**src/rtl/cv32e40x_amo_unit.sv**
```systemverilog
// cv32e40x_amo_unit
// Sequences RV32A requests (LR.W, SC.W, AMO*.W) onto the OBI data bus and
// computes read-modify-write results. Owns the LR/SC reservation register.
//
// Ports:
//   clk, rst_n          clock, asynchronous active-low reset
//   req_*               decoded atomic request (valid/ready, atop, addr, rs2)
//   resp_*              result for rd plus error flag (valid/ready)
//   mem_*               OBI master: req/gnt address phase, rvalid response phase
//   rsv_clear_i         external reservation kill (trap, interrupt, debug)
//   snoop_we_i/addr_i   regular LSU store; kills a matching reservation
module cv32e40x_amo_unit #(
    parameter int unsigned RSV_ADDR_LSB = 2
) (
    input  logic        clk,
    input  logic        rst_n,
    input  logic        req_valid_i,
    output logic        req_ready_o,
    input  logic [5:0]  req_atop_i,
    input  logic [31:0] req_addr_i,
    input  logic [31:0] req_wdata_i,
    output logic        resp_valid_o,
    input  logic        resp_ready_i,
    output logic [31:0] resp_rdata_o,
    output logic        resp_err_o,
    output logic        mem_req_o,
    input  logic        mem_gnt_i,
    output logic [31:0] mem_addr_o,
    output logic        mem_we_o,
    output logic [3:0]  mem_be_o,
    output logic [31:0] mem_wdata_o,
    input  logic        mem_rvalid_i,
    input  logic [31:0] mem_rdata_i,
    input  logic        mem_err_i,
    input  logic        rsv_clear_i,
    input  logic        snoop_we_i,
    input  logic [31:0] snoop_addr_i
);

    localparam int unsigned TW = 32 - RSV_ADDR_LSB;

    localparam logic [4:0] F_ADD  = 5'b00000, F_SWAP = 5'b00001, F_LR   = 5'b00010,
                           F_SC   = 5'b00011, F_XOR  = 5'b00100, F_OR   = 5'b01000,
                           F_AND  = 5'b01100, F_MIN  = 5'b10000, F_MAX  = 5'b10100,
                           F_MINU = 5'b11000, F_MAXU = 5'b11100;

    typedef enum logic [2:0] {IDLE, RD_REQ, RD_WAIT, WR_REQ, WR_WAIT, RESP} state_e;

    state_e        state_q, state_n;
    logic          up_q;
    logic [4:0]    f5_q, f5_n;
    logic [TW-1:0] tag_q, tag_n;
    logic [31:0]   rs2_q, rs2_n;
    logic          mem_req_q, mem_req_n, mem_we_q, mem_we_n;
    logic [31:0]   mem_addr_q, mem_addr_n, mem_wdata_q, mem_wdata_n;
    logic          resp_valid_q, resp_valid_n, resp_err_q, resp_err_n;
    logic [31:0]   resp_rdata_q, resp_rdata_n;
    logic          rsv_valid_q;
    logic [TW-1:0] rsv_addr_q;
    logic          rsv_set, rsv_drop;

    logic [4:0] req_f5;
    logic       req_bad, req_is_sc, snoop_hit, sc_ok;
    logic       unused_snoop_lsb;

    function automatic logic [31:0] amo_calc(input logic [4:0] op, input logic [31:0] a,
                                             input logic [31:0] b);
        logic lt_s, lt_u;
        lt_s = $signed(a) < $signed(b);
        lt_u = a < b;
        case (op)
            F_ADD:   amo_calc = a + b;
            F_XOR:   amo_calc = a ^ b;
            F_AND:   amo_calc = a & b;
            F_OR:    amo_calc = a | b;
            F_MIN:   amo_calc = lt_s ? a : b;
            F_MAX:   amo_calc = lt_s ? b : a;
            F_MINU:  amo_calc = lt_u ? a : b;
            F_MAXU:  amo_calc = lt_u ? b : a;
            default: amo_calc = b; // SWAP
        endcase
    endfunction

    assign req_f5    = req_atop_i[4:0];
    assign req_is_sc = req_atop_i[5] && (req_f5 == F_SC);
    assign req_bad   = (req_addr_i[1:0] != 2'b00) || !req_atop_i[5] ||
                       !(req_f5 inside {F_LR, F_SC, F_SWAP, F_ADD, F_XOR, F_AND, F_OR,
                                        F_MIN, F_MAX, F_MINU, F_MAXU});
    assign snoop_hit = snoop_we_i && (snoop_addr_i[31:RSV_ADDR_LSB] == rsv_addr_q);
    // A kill arriving in the same cycle as the SC makes it fail.
    assign sc_ok     = rsv_valid_q && (req_addr_i[31:RSV_ADDR_LSB] == rsv_addr_q) &&
                       !rsv_clear_i && !snoop_hit;
    assign unused_snoop_lsb = ^snoop_addr_i[RSV_ADDR_LSB-1:0];

    // up_q keeps req_ready_o low while reset is held so every output is 0.
    assign req_ready_o  = up_q && (state_q == IDLE);
    assign resp_valid_o = resp_valid_q;
    assign resp_rdata_o = resp_rdata_q;
    assign resp_err_o   = resp_err_q;
    assign mem_req_o    = mem_req_q;
    assign mem_we_o     = mem_we_q;
    assign mem_addr_o   = mem_addr_q;
    assign mem_wdata_o  = mem_wdata_q;
    assign mem_be_o     = {4{mem_req_q}};

    always_comb begin
        state_n      = state_q;
        f5_n         = f5_q;
        tag_n        = tag_q;
        rs2_n        = rs2_q;
        mem_req_n    = mem_req_q;
        mem_we_n     = mem_we_q;
        mem_addr_n   = mem_addr_q;
        mem_wdata_n  = mem_wdata_q;
        resp_valid_n = resp_valid_q;
        resp_rdata_n = resp_rdata_q;
        resp_err_n   = resp_err_q;
        rsv_set      = 1'b0;
        rsv_drop     = 1'b0;
        unique case (state_q)
            IDLE: if (req_valid_i && req_ready_o) begin
                f5_n         = req_f5;
                tag_n        = req_addr_i[31:RSV_ADDR_LSB];
                rs2_n        = req_wdata_i;
                mem_addr_n   = {req_addr_i[31:2], 2'b00};
                resp_rdata_n = 32'd0;
                resp_err_n   = 1'b0;
                rsv_drop     = req_is_sc;
                if (req_bad) begin
                    state_n      = RESP;
                    resp_valid_n = 1'b1;
                    resp_err_n   = 1'b1;
                end else if (req_is_sc) begin
                    if (sc_ok) begin
                        state_n     = WR_REQ;
                        mem_req_n   = 1'b1;
                        mem_we_n    = 1'b1;
                        mem_wdata_n = req_wdata_i;
                    end else begin
                        state_n      = RESP;
                        resp_valid_n = 1'b1;
                        resp_rdata_n = 32'd1;
                    end
                end else begin
                    state_n   = RD_REQ;
                    mem_req_n = 1'b1;
                    mem_we_n  = 1'b0;
                end
            end
            RD_REQ: if (mem_gnt_i) begin
                state_n   = RD_WAIT;
                mem_req_n = 1'b0;
            end
            RD_WAIT: if (mem_rvalid_i) begin
                if (mem_err_i) begin
                    state_n      = RESP;
                    resp_valid_n = 1'b1;
                    resp_err_n   = 1'b1;
                    rsv_drop     = 1'b1;
                end else if (f5_q == F_LR) begin
                    state_n      = RESP;
                    resp_valid_n = 1'b1;
                    resp_rdata_n = mem_rdata_i;
                    rsv_set      = 1'b1;
                end else begin
                    state_n      = WR_REQ;
                    mem_req_n    = 1'b1;
                    mem_we_n     = 1'b1;
                    mem_wdata_n  = amo_calc(f5_q, mem_rdata_i, rs2_q);
                    resp_rdata_n = mem_rdata_i;
                end
            end
            WR_REQ: if (mem_gnt_i) begin
                state_n   = WR_WAIT;
                mem_req_n = 1'b0;
                mem_we_n  = 1'b0;
            end
            WR_WAIT: if (mem_rvalid_i) begin
                state_n      = RESP;
                resp_valid_n = 1'b1;
                resp_err_n   = mem_err_i;
            end
            RESP: if (resp_ready_i) begin
                state_n      = IDLE;
                resp_valid_n = 1'b0;
            end
            default: state_n = IDLE;
        endcase
    end

    always_ff @(posedge clk or negedge rst_n) begin
        if (!rst_n) begin
            state_q      <= IDLE;
            up_q         <= 1'b0;
            f5_q         <= '0;
            tag_q        <= '0;
            rs2_q        <= '0;
            mem_req_q    <= 1'b0;
            mem_we_q     <= 1'b0;
            mem_addr_q   <= '0;
            mem_wdata_q  <= '0;
            resp_valid_q <= 1'b0;
            resp_rdata_q <= '0;
            resp_err_q   <= 1'b0;
        end else begin
            state_q      <= state_n;
            up_q         <= 1'b1;
            f5_q         <= f5_n;
            tag_q        <= tag_n;
            rs2_q        <= rs2_n;
            mem_req_q    <= mem_req_n;
            mem_we_q     <= mem_we_n;
            mem_addr_q   <= mem_addr_n;
            mem_wdata_q  <= mem_wdata_n;
            resp_valid_q <= resp_valid_n;
            resp_rdata_q <= resp_rdata_n;
            resp_err_q   <= resp_err_n;
        end
    end

    // Any kill wins over an LR setting the reservation in the same cycle,
    // including a snoop that hits the address being reserved.
    always_ff @(posedge clk or negedge rst_n) begin
        if (!rst_n) begin
            rsv_valid_q <= 1'b0;
            rsv_addr_q  <= '0;
        end else if (rsv_clear_i || rsv_drop || snoop_hit ||
                     (rsv_set && snoop_we_i && (snoop_addr_i[31:RSV_ADDR_LSB] == tag_q))) begin
            rsv_valid_q <= 1'b0;
        end else if (rsv_set) begin
            rsv_valid_q <= 1'b1;
            rsv_addr_q  <= tag_q;
        end
    end

endmodule

```
**config.mk**
```make
export PLATFORM = sky130hd
export DESIGN_NAME = cv32e40x_amo_unit
export DESIGN_NICKNAME = d
export VERILOG_FILES = /design/src/rtl/cv32e40x_amo_unit.sv
export SDC_FILE = /design/constraint.sdc
export NUM_CORES = 1
export LEC_CHECK = 0
export CORE_AREA = 5 5 166 168
export DETAILED_ROUTE_END_ITERATION = 12
export DIE_AREA = 0 0 171 173
export GPL_TIMING_DRIVEN = 0
export PLACE_DENSITY = 0.74
export SLEW_MARGIN = 20
export SYNTH_ARGS = -nofsm -noshare
export SYNTH_HDL_FRONTEND = slang
export SYNTH_SLANG_ARGS = --single-unit
```
**constraint.sdc**
```tcl
create_clock -name clk -period 4 [get_ports clk]
set_input_delay 0.4 -clock clk [delete_from_list [all_inputs] [get_ports clk]]
set_output_delay 0.4 -clock clk [all_outputs]
set_load 0.05 [all_outputs]
```
Yosys cells after proc, flatten, opt, wreduce, memory -nomap -nowiden

Cells that the tools add are included.

Bits in registers: 170
Logic and storage cells: 173
Input port bits: 143

Add/sub/neg operators: 1
Order comparisons: 2
Eq/ne operators: 43
Bitwise operators: 4
Multiplexer cells: 71
Reduce and logical (&&, ||, !) cells: 39

Operators with widths:

| kind               | count |
|---|---|
| $mux 32            | 14 |
| $pmux 32 s8        | 1 |
| $pmux 32 s2        | 2 |
| $eq 30x30->1       | 3 |
| $lt 32x32->1       | 2 |
| $eq 5x5->1 const B | 8 |
| $mux 1             | 37 |
| $mux 3             | 11 |
| $add 32x32->32     | 1 |
| $and 32x32->32     | 1 |
| $or 32x32->32      | 1 |
| $reduce_and 8->1   | 4 |
| $xor 32x32->32     | 1 |
| $ne 2x2->1 const B | 11 |
| $eq 5x4->1 const B | 4 |
| $pmux 3 s6         | 1 |
| $eq 5x2->1 const B | 3 |
| $ne 3x3->1 const B | 4 |
| $reduce_bool 11->1 | 1 |
| $eq 5x3->1 const B | 2 |
| $logic_not 5->1    | 2 |
| $logic_and 1x1->1  | 9 |
| $pmux 1 s3         | 3 |
| $reduce_bool 3->1  | 3 |
| 18 further kinds   | 31 |

Longest topological paths before layout

Depth after elaboration: 10
Mapped depth: 15
Depth with buffers taken out: 12

Least setup slack after synthesis

Ideal clock, no wire load.

Path kind: input to register
From: input mem_rdata_i[11]
To: register mem_wdata_q[22] (netlist: mem_wdata_o[22])
Buffers on the path: 2
Cell stages on the path: 13
Library setup time: 126 ps
Path slack: 798 ps
Arrival time: 3,076 ps
Required time: 3,874 ps
Path through: inv_1 -> ha_1 -> buf_4 -> or4_1 -> a211oi_1 -> o311a_1 -> o21a_2 -> mux2_2 -> a211oi_4 -> and2b_1 -> buf_6 -> nand2_1 -> o311a_1

Word-level cells in the longest chain between the ends: 7

Ends and longest elaborated chain:

| what                                   | RTL line | text |
|---|---|---|
| start: declaration                     | 33       | `input logic [31:0] mem_rdata_i,` |
| $lt 32x32->1, on equally long branches | 70, 69   |  |
| $mux 32, on equally long branches      | -        |  |
| $pmux 32 s8 *                          | 71       | `case (op)` |
| $mux 32 *                              | 160      | `end else if (f5_q == F_LR) begin` |
| $mux 32 *                              | 155      | `if (mem_err_i) begin` |
| $mux 32 *                              | 154      | `RD_WAIT: if (mem_rvalid_i) begin` |
| $pmux 32 s2 *                          | 120      | `unique case (state_q)` |
| end signal: assignment                 | 214      | `mem_wdata_q <= mem_wdata_n;` |
| end: declaration                       | 55       | `logic [31:0] mem_addr_q, mem_addr_n, mem_wdata_q, mem_wdata_n;` |

Mark *: on every way between the ends. The rest lies on a longest branch, timed or not. The select of a mux whose other input is x is not followed.
A chain may end at the register's enable or synchronous reset.

Worst setup path after layout

Ends and elaborated chain as after synthesis.

==> flow_metrics.py <==
metrics = {
    "sta": {
        "slew_headroom": 0.328,
        "timing.final.crit_share": 0.959,
        "rsz0062_at_grt": "no",
        "timing.fmax_mhz": 261,
        "hold_viol_final": 0,
        "clock_skew_ns": 0.0186,
        "worst_pin_slew_ns": 1.01,
        "setup_viol_count_final": 0,
        "slew_violations": 0,
        "layout_min_cycle_time_ns": 3.84,
        "worst_slack_ns": 0.164,
    },
    "setup_path": {
        "rr_worst_depth": 11,
        "endpoint_kind": "flip-flop",
        "crit_fanout": 10,
        "critPathArrivalTime_ns": 4.17,
        "rr_endpoint": "mem_wdata_o[13]",
        "crit_required_ns": 4.33,
        "r2r-start": "rsv_addr_q[16]",
        "crit_type": "in -> reg",
        "rrSetupSlack_ns": 0.21,
        "start_kind": "input pin",
    },
    "cts": {
        "cts_buffers": 17,
        "worstSkewPairLatency_ns": 0.45,
        "clock_path_buffers": 2,
        "htreeDepth": 4,
        "cts-root-buf": "clkbuf_16",
        "cts_num_sinks": 170,
        "cts_tree": "built",
        "clkTransAtPathRegs_ns": 0.08,
    },
    "global_routing": {
        "grt_pass1_vias": 12800,
        "gr-total-overflow": 0,
        "antenna_found_initial": 2,
        "grt_pass1_wl_um": 74700,
        "track_usage": 0.322,
        "grt_max_degree": 96,
    },
    "cells_and_area": {
        "drive_above_1_share": 0.0964,
        "multi_input_area_um2": 7750,
        "syn2layout_area_growth_pct": 28.1,
        "regArea_um2": 4250,
        "fin_cells": 2069,
        "nFillCells": 2218,
        "layout.nets": 1959,
    },
    "route": {
        "wl_um": 48500,
        "avgRoutedWirePerCell_um": 23.4,
        "viasPerCell": 6.10,
        "ant_nets": 0,
        "drc_errors": 0,
        "dr_total_vias": 12600,
        "drt-initial-drc-count": 1231,
        "dr.pass1.iters": 6,
    },
    "outcome": {
        "outcome": "completed",
    },
    "place": {
        "dpl.hpwl_um": 36100,
        "gp_congestion": 0.996,
        "place_ws_ns": -0.902,
        "io_buffer_count": 243,
        "place_inst": 2028,
    },
    "synthesis": {
        "muxShareOfSynthArea": 0.0616,
        "ys_seq_elements": 170,
        "synth_cells": 1448,
        "syn_area_um2": 12700,
        "synth-edff-count": 0,
        "synthArstFlopShare": 1.00,
        "synth-compound-area-share": 0.225,
        "yosysSeqAreaShare": 0.334,
        "synth-adder-area-share": 0.0960,
        "synth-simple-area-share": 0.143,
        "synth_cell_types": 83,
        "synth_flop_cell": "dfrtp_1",
        "synth_top_family_by_area": "compound AO/OA/AOI/OAI gates",
        "avgSynthCellArea_um2": 8.79,
        "synth_xor_area_frac": 0.0805,
        "ys_warn_count": 0,
    },
    "min_path": {
        "min_from": "mem_rdata_i[29]",
        "hold_path_class": "in -> reg",
        "hold_depth": 2,
        "hold-path-endpoint": "resp_rdata_o[29]",
    },
    "floorplanning": {
        "rows": 59,
        "fp.coreArea_um2": 25800,
        "die_h_um": 173,
        "die_width_um": 171,
        "io_pins": 248,
        "initial_core_util": 0.494,
        "die_area_um2": 29600,
    },
    "job": {
        "cap_viol_max_count": 0,
    },
    "power": {
        "ir_drop_uv": 483,
        "p_leak_uw": 0.00707,
        "powerDensity_nw_per_um2": 827,
    },
}
==> report_power, final <==
| group | internal [uW] | leakage, uW | switching [uW] |
|---|---|---|---|
| Combinational | 3080 | 0.00461 | 5660 |
| Clock | 855 | 0.000289 | 882 |
| Sequential | 2420 | 0.00217 | 587 |
==> through the flow <==
stage	setup TNS [ns]	cell area (um^2)	hold WS, ns	total power, uW	util
finish	0	16300	0.408	13500	0.633
detailed placement	-23.92	15600	0.432	11600	0.606
global route	0	16300	0.400	14300	0.633
floorplan	0	12700	0.104	8700	-
global placement	-836.18	15600	0.465	11400	0.605
CTS	0	16300	0.499	13400	0.631
==> metal layers <==
metal  global-route usage  vias to the layer above  wire, um
met1                0.414                     6082     19200
met3               0.0735                      134      4690
met2                0.521                      683     22400
met5                    0                        -        13
met4                0.137                        2      2110
li1                     -                     5711         -
==> cells in the final DEF, fill, tap and decap left out, types with 13 or more instances in the layout <==
master             n
nand4_1           23
buf_4             18
o21ai_1           13
nor3_1            23
nor2_1           113
xnor2_1           83
a21o_1            18
nand2_1          125
mux2_2            66
clkbuf_16         17
o22ai_1           13
o21ai_0           89
xor2_1            34
clkbuf_1          63
inv_1             81
a221oi_1          23
a22o_1            31
nand3_1           26
o211ai_1          15
clkdlybuf4s50_1  239
dfrtp_1          170
ha_1              96
a21oi_1          116
a211oi_1          15
==> worst max path at each step <==
stage / start / to / slack (ns) / cells after the start
6_report: mem_rdata_i[11] / mem_wdata_o[22] / 0.16 / 15
3_5_place_dp: mem_rdata_i[27] / mem_wdata_o[1] / -0.90 / 14
2_1_floorplan: mem_rdata_i[11] / mem_wdata_o[22] / 0.80 / 13
4_1_cts: mem_rdata_i[27] / mem_wdata_o[22] / 0.08 / 15
5_1_grt: rsv_addr_q[16] / mem_wdata_o[3] / 0.0001 / 11
3_3_place_gp: rst_n / resp_rdata_o[29] / -4.81 / 1
==> critical path: stages <==
cell	delay (ns)
clkdlybuf4s50_1	0.60
inv_1	0.07
ha_1	0.29
buf_4	0.16
or4_1	0.56
a211oi_1	0.27
o311a_1	0.31
o21a_2	0.20
mux2_2	0.37
a211oi_4	0.17
buf_4	0.19
and2b_1	0.19
buf_6	0.18
nand2_1	0.07
o311a_1	0.13
==> synth_stat cells, types with 4 or more instances <==
| cell | number | area, um^2 |
|---|---|---|
| dfrtp_1 | 170 | 4250 |
| nand2_1 | 125 | 469 |
| a21oi_1 | 116 | 581 |
| nor2_1 | 113 | 424 |
| ha_1 | 96 | 1200 |
| o21ai_0 | 89 | 445 |
| xnor2_1 | 83 | 727 |
| inv_1 | 81 | 304 |
| clkbuf_1 | 66 | 248 |
| mux2_2 | 66 | 743 |
| xor2_1 | 34 | 298 |
| a22o_1 | 31 | 272 |
| nand3_1 | 26 | 130 |
| a221oi_1 | 23 | 201 |
| nand4_1 | 23 | 144 |
| nor3_1 | 23 | 115 |
| a21o_1 | 18 | 135 |
| a211oi_1 | 16 | 120 |
| o211ai_1 | 15 | 113 |
| o21ai_1 | 14 | 70.1 |
| o22ai_1 | 13 | 81.3 |
| buf_4 | 12 | 90.1 |
| and3_1 | 11 | 68.8 |
| nor4_1 | 11 | 68.8 |
| o31ai_1 | 10 | 75.1 |
| a31oi_1 | 9 | 56.3 |
| buf_2 | 9 | 45.0 |
| o221ai_1 | 9 | 78.8 |
| nand2b_1 | 8 | 50.1 |
| and2_1 | 7 | 43.8 |
| nor2b_1 | 7 | 43.8 |
| or3_1 | 7 | 43.8 |
| o2111ai_1 | 6 | 52.6 |
| o311a_1 | 6 | 60.1 |
| a22oi_1 | 5 | 37.5 |
| and4_1 | 5 | 43.8 |
| or2_2 | 5 | 31.3 |
| inv_2 | 4 | 15.0 |
| mux2i_1 | 4 | 40.0 |
| o21a_1 | 4 | 30.0 |
| o21bai_1 | 4 | 30.0 |
==> state kept, by name, summed over array words and instances (netlist names) <==
name          count
tag_q            30
rs2_q            32
mem_we_o          1
mem_wdata_o      32
up_q              1
resp_valid_o      1
state_q           3
resp_rdata_o     32
f5_q              5
resp_err_o        1
rsv_addr_q       30
rsv_valid_q       1
mem_req_o         1
==> cell type report <==
class / count / share of cell area
Multi-Input combinational cell: 1101 / 0.476
Sequential cell: 170 / 0.261
Timing Repair Buffer: 251 / 0.155
Clock buffer: 18 / 0.0269
Buffer: 93 / 0.0265
Tap cell: 335 / 0.0257
Inverter: 85 / 0.0196
Clock inverter: 14 / 0.00936
Antenna cell: 2 / 0.000307
==> cells by family after synthesis <==
group,after synthesis
DFF,170
AOI/OAI and AO/OA,430
adders and majority gates,97
xor gates and xnor gates,117
muxes,70
and+or+nand+nor,384
buffers and inverters,178
other,2
==> timing repair <==
action,CTS,global route
hold buffers,1,0
gates resized for setup,3,8
setup endpoints to repair,32,29
buffers inserted,5,1
hold endpoints to repair,75,0
pin swaps,1,3
Note: power is estimated with default switching activity, not from simulation.
